### src/rtl/cpu_defs_pkg.sv
// Shared CPU datapath definitions: memory opcodes, memory-stage FSM encoding,
// byte-enable patterns and the access-size decode used by the memory stage.
package cpu_defs;

    localparam logic [5:0] OP_LB  = 6'h20;
    localparam logic [5:0] OP_LH  = 6'h21;
    localparam logic [5:0] OP_LW  = 6'h23;
    localparam logic [5:0] OP_LBU = 6'h24;
    localparam logic [5:0] OP_LHU = 6'h25;
    localparam logic [5:0] OP_SB  = 6'h28;
    localparam logic [5:0] OP_SH  = 6'h29;
    localparam logic [5:0] OP_SW  = 6'h2B;

    typedef enum logic [1:0] {
        ST_IDLE = 2'd0,
        ST_BUSY = 2'd1,
        ST_DONE = 2'd2
    } state_t;

    typedef enum logic [1:0] {
        SZ_BYTE = 2'd0,
        SZ_HALF = 2'd1,
        SZ_WORD = 2'd2
    } size_t;

    localparam logic [3:0] BE_WORD    = 4'b1111;
    localparam logic [3:0] BE_HALF_LO = 4'b0011;
    localparam logic [3:0] BE_HALF_HI = 4'b1100;
    localparam logic [3:0] BE_BYTE0   = 4'b0001;

    // Unknown opcodes fall through to a word access.
    function automatic size_t access_size(input logic [5:0] op);
        case (op)
            OP_LB, OP_LBU, OP_SB: access_size = SZ_BYTE;
            OP_LH, OP_LHU, OP_SH: access_size = SZ_HALF;
            OP_LW, OP_SW:         access_size = SZ_WORD;
            default:              access_size = SZ_WORD;
        endcase
    endfunction

endpackage

### src/rtl/stage_4_mem_load_extend.sv
// Load lane selection and sign/zero extension for the memory stage.
module load_extend
    import cpu_defs::*;
(
    input  logic [31:0] rdata,
    input  logic [1:0]  addr,
    input  logic [5:0]  op,
    output logic [31:0] ext
);

    logic [7:0]  byte_sel;
    logic [15:0] half_sel;

    always_comb begin
        case (addr)
            2'd0:    byte_sel = rdata[7:0];
            2'd1:    byte_sel = rdata[15:8];
            2'd2:    byte_sel = rdata[23:16];
            default: byte_sel = rdata[31:24];
        endcase
        half_sel = addr[1] ? rdata[31:16] : rdata[15:0];
    end

    always_comb begin
        case (op)
            OP_LB:   ext = {{24{byte_sel[7]}}, byte_sel};
            OP_LBU:  ext = {24'h0, byte_sel};
            OP_LH:   ext = {{16{half_sel[15]}}, half_sel};
            OP_LHU:  ext = {16'h0, half_sel};
            default: ext = rdata;
        endcase
    end

endmodule

### src/rtl/stage_4_mem.sv
// Memory-access stage: byte/half/word loads and stores over a req/ack bus with timeout.
// Optional misaligned-access trap enabled by defining STAGE4_MISALIGN_CHECK_EN.
module stage_4_mem
    import cpu_defs::*;
#(
    parameter int unsigned ACK_TIMEOUT = 255
)
(
    input  logic        clk,
    input  logic        rst,
    input  logic        mem_read,
    input  logic        mem_write,
    input  logic [5:0]  op,
    input  logic [31:0] alu_result,
    input  logic [31:0] store_data,
    output logic [31:0] mem_data,
    output logic        mem_done,
    output logic        stall,
    output logic        addr_err,
    output logic        bus_err,
    output logic        dmem_req,
    output logic        dmem_we,
    output logic [31:0] dmem_addr,
    output logic [31:0] dmem_wdata,
    output logic [3:0]  dmem_be,
    input  logic [31:0] dmem_rdata,
    input  logic        dmem_ack
);

    state_t      state, state_nxt;
    size_t       sz;
    logic [15:0] to_cnt;
    logic [5:0]  op_q;
    logic [1:0]  lo_q;
    logic        load_q;
    logic        access, misalign, timeout;
    logic [3:0]  be_nxt;
    logic [31:0] wdata_nxt;
    logic [31:0] ext_data;

    assign access  = mem_read | mem_write;
    assign sz      = access_size(op);
    assign timeout = (to_cnt == 16'(ACK_TIMEOUT - 1));

`ifdef STAGE4_MISALIGN_CHECK_EN
    assign misalign = ((sz == SZ_HALF) && alu_result[0]) ||
                      ((sz == SZ_WORD) && (alu_result[1:0] != 2'b00));
`else
    assign misalign = 1'b0;
`endif

    // Stores replicate the operand across lanes; the byte enables pick the lane.
    always_comb begin
        be_nxt    = BE_WORD;
        wdata_nxt = store_data;
        if (mem_write) begin
            case (sz)
                SZ_BYTE: begin
                    be_nxt    = BE_BYTE0 << alu_result[1:0];
                    wdata_nxt = {4{store_data[7:0]}};
                end
                SZ_HALF: begin
                    be_nxt    = alu_result[1] ? BE_HALF_HI : BE_HALF_LO;
                    wdata_nxt = {2{store_data[15:0]}};
                end
                default: ;
            endcase
        end
    end

    load_extend u_load_extend (
        .rdata (dmem_rdata),
        .addr  (lo_q),
        .op    (op_q),
        .ext   (ext_data)
    );

    always_ff @(posedge clk or posedge rst) begin
        if (rst) state <= ST_IDLE;
        else     state <= state_nxt;
    end

    always_comb begin
        state_nxt = state;
        case (state)
            ST_IDLE: if (access) state_nxt = misalign ? ST_DONE : ST_BUSY;
            ST_BUSY: if (dmem_ack || timeout) state_nxt = ST_DONE;
            ST_DONE: state_nxt = ST_IDLE;
            default: state_nxt = ST_IDLE;
        endcase
    end

    always_comb begin
        dmem_req = (state == ST_BUSY);
        mem_done = (state == ST_DONE);
        stall    = ((state == ST_IDLE) && access) || (state == ST_BUSY);
    end

    // Ack wins over a timeout landing in the same cycle.
    always_ff @(posedge clk or posedge rst) begin
        if (rst) begin
            mem_data   <= '0;
            addr_err   <= 1'b0;
            bus_err    <= 1'b0;
            dmem_we    <= 1'b0;
            dmem_addr  <= '0;
            dmem_wdata <= '0;
            dmem_be    <= '0;
            to_cnt     <= '0;
            op_q       <= '0;
            lo_q       <= '0;
            load_q     <= 1'b0;
        end else begin
            case (state)
                ST_IDLE: begin
                    if (access) begin
                        addr_err <= misalign;
                        bus_err  <= 1'b0;
                        to_cnt   <= '0;
                        if (!misalign) begin
                            dmem_addr  <= {alu_result[31:2], 2'b00};
                            dmem_be    <= be_nxt;
                            dmem_wdata <= wdata_nxt;
                            dmem_we    <= mem_write;
                            op_q       <= op;
                            lo_q       <= alu_result[1:0];
                            load_q     <= ~mem_write;
                        end
                    end
                end
                ST_BUSY: begin
                    if (dmem_ack) begin
                        if (load_q) mem_data <= ext_data;
                    end else if (timeout) begin
                        bus_err  <= 1'b1;
                        mem_data <= '0;
                    end else begin
                        to_cnt <= to_cnt + 16'd1;
                    end
                end
                default: ;
            endcase
        end
    end

endmodule

### config.mk
export PLATFORM = sky130hd
export DESIGN_NAME = stage_4_mem
export DESIGN_NICKNAME = d
export VERILOG_FILES = /design/src/rtl/cpu_defs_pkg.sv /design/src/rtl/stage_4_mem_load_extend.sv /design/src/rtl/stage_4_mem.sv
export SDC_FILE = /design/constraint.sdc
export NUM_CORES = 1
export LEC_CHECK = 0
export ABC_AREA = 1
export CAP_MARGIN = 40
export CORE_ASPECT_RATIO = 1.75
export CORE_MARGIN = 2
export CORE_UTILIZATION = 42
export CTS_CLUSTER_SIZE = 40
export DETAILED_ROUTE_END_ITERATION = 16
export GPL_TIMING_DRIVEN = 0
export PLACE_DENSITY = 0.84
export SETUP_SLACK_MARGIN = 0.4
export SYNTH_ARGS = -nofsm -noshare
export SYNTH_HDL_FRONTEND = slang
export SYNTH_SLANG_ARGS = --single-unit
### constraint.sdc
create_clock -name clk -period 3.5 [get_ports clk]
set_input_delay 0.35 -clock clk [delete_from_list [all_inputs] [get_ports clk]]
set_output_delay 0.35 -clock clk [all_outputs]
set_load 0.1 [all_outputs]
==> impl_metrics.toml <==
[timing]
worstMarginPinSlew_ns = 0.627
hold_ws_ns = 0.317
fin_tns_setup_ns = 0
fin_skew_ns = 0.0102
finalHoldViolCount = 0
drv_slew = 0
rsz0062_at_grt = "false"
fmax_mhz = 380
slew_headroom = 0.582
min_period_ns = 2.63
timing.final.crit_share = 0.751
setup_viol = 0

[logic_synthesis]
synth-seq-area-share = 0.482
synth_seq_cells = 127
syn_area_um2 = 6590
ys.warnings.count = 0
synth_area_per_cell_um2 = 7.39
ys_types = 32
synth_cells = 892

[final_layout]
mostFrequentLayoutCell = "nand2_1"
fillCellCount = 938
most-common-layout-cells = "nand2_1, clkdlybuf4s50_1, dfrtp_1"
diodes = 0
drive_above_1_share = 0.163
layout.nets = 1338
syn_to_final_growth_pct = 75.5
fin_util = 0.752
final_area_um2 = 11600

[place]
io_buffers = 209
place_congestion = 0.957
place_area_um2 = 11000
hpwl_um = 19900

[global_route]
grt_pass1_wl_um = 41900
grt_antenna_before_repair = 0
grt.overflow.total = 0
grt_pass1_vias = 8341
track_usage = 0.317
grt_max_degree = 39

[floorplanning]
core_area_um2 = 15400
io-pin-count = 213
dieArea_um2 = 16700
die_y_um = 170
die_x_um = 98.7
num_rows = 60
start_util = 0.428

[clocking]
holdBufCountCts = 0
clock-root-buffer = "clkbuf_16"
cts-resized-gates = 0
cts_buffer_depth = 2
htreeDepth = 4
cts_num_sinks = 127
path_clk_slew_ns = 0.06
cts_tree = "built"
cts_buffers = 17
insertion_delay_ns = 0.42
postCtsSetupBuffers = 0

[critical_path]
crit_start = "state[0]"
cp-start-kind = "flip-flop"
reg2reg_from = "op_q[1]"
worstPathRequired_ns = 3.15
cp_data_arrival_time_ns = 2.28
worst_r2r_path_depth = 7
crit_fanout = 10
end_kind = "primary output"
path_class = "flip-flop to primary output"
reg2reg_slack_ns = 1.66
r2r-end = "mem_data[8]"

[power]
p_total_mw = 14.0
irDropWorstVdd_uv = 985
p_per_area_nw_per_um2 = 1210
p_leak_nw = 5.40

[run_status]
status = "finished clean"

[min_path]
holdCritPathClass = "primary input to async pin"

[drt]
drcViolationCount = 0
first_pass_iters = 6
wl_per_cell_um = 18.3
drtIter0Drc = 676
detail-route-antenna-nets = 0
vias_per_cell = 5.38
num_vias = 7681
wl_um = 26100

[run]
maxCapViolCount = 0
-- worst max-delay path by stage --
| stage | endpoint | cells after the start |
|---|---|---|
| 6_report | stall | 7 |
| 5_1_grt | stall | 7 |
| 4_1_cts | stall | 7 |
| 3_5_place_dp | stall | 7 |
| 3_3_place_gp | dmem_addr[10] | 2 |
| 2_1_floorplan | mem_done | 2 |
-- synthesized netlist by cell type, drive strengths merged --
| cell type | count | area [µm²] |
|---|---|---|
| xnor2 | 3 | 26.3 |
| clkinv | 1 | 3.75 |
| a211oi | 7 | 52.6 |
| o21a | 1 | 7.51 |
| a21oi | 72 | 360 |
| ha | 2 | 25.0 |
| conb | 1 | 3.75 |
| nor2 | 124 | 493 |
| clkbuf | 15 | 56.3 |
| nor3 | 8 | 40.0 |
| nand4 | 8 | 50.1 |
| o211ai | 6 | 45.0 |
| dfrtp | 127 | 3180 |
| xor2 | 4 | 35.0 |
| buf | 24 | 170 |
| o21bai | 2 | 15.0 |
| o21ai | 33 | 165 |
| inv | 53 | 199 |
| or2 | 1 | 6.26 |
| nand3 | 37 | 240 |
| nand2 | 363 | 1420 |
-- registers in the layout, summed over array words and instances (netlist names) --
signal,cells
mem_data,32
load_q,1
lo_q,2
to_cnt,16
state,2
dmem_be,4
dmem_we,1
dmem_addr,30
dmem_wdata,32
op_q,6
bus_err,1
-- layout make-up --
| cell class | instances | area, µm² | share of cell area |
|---|---|---|---|
| Sequential cell | 127 | 3180 | 0.275 |
| Buffer | 39 | 226 | 0.0196 |
| Inverter | 54 | 206 | 0.0178 |
| Timing Repair Buffer | 316 | 4140 | 0.358 |
| Clock inverter | 13 | 153 | 0.0132 |
| Multi-Input combinational cell | 674 | 2990 | 0.258 |
| Clock buffer | 19 | 443 | 0.0383 |
| Tap cell | 186 | 233 | 0.0201 |
-- metal layers --
metal | vias to the layer above | wire, µm | GRT usage
li1 | 3495 | - | -
met1 | 3588 | 8390 | 0.319
met2 | 438 | 14100 | 0.574
met3 | 160 | 1660 | 0.0671
met4 | 0 | 1930 | 0.220
met5 | - | 0 | 0
-- cell families (layout without fill, tap and decap cells) --
logic type      count (synthesis)  count (layout)  synth area share
xor+xnor                        7               7           0.00930
flops                         127             127             0.482
compound gates                121             121            0.0980
fa+ha+maj                       2               2           0.00380
simple gates                  541             541             0.341
buf+inv                        93             441            0.0651
other cells                     1               3          0.000569
-- report_power, final --
| group | leakage (nW) | internal [mW] | switching [mW] |
|---|---|---|---|
| Clock | 0.282 | 1.08 | 0.716 |
| Sequential | 1.56 | 2.06 | 0.412 |
| Combinational | 3.56 | 3.46 | 6.26 |
| Total | 5.40 | 6.61 | 7.39 |
-- per-stage QoR --
stage / std cells / worst slack (ns)
after CTS: 1428 / 0.847
after global placement: 1289 / 0.365
after global routing: 1428 / 0.775
final: 1428 / 0.870
after floorplan: 894 / 1.47
after detailed placement: 1396 / 0.933
-- worst max-delay path: stages, from the launching register on --
cell	delay (ns)
dfrtp_1	0.40
inv_2	0.09
nand2_1	0.09
nor2_4	0.22
inv_2	0.13
nand2_2	0.16
clkdlybuf4s50_1	0.55
buf_8	0.21
Power figures use the tool's default switching activity.
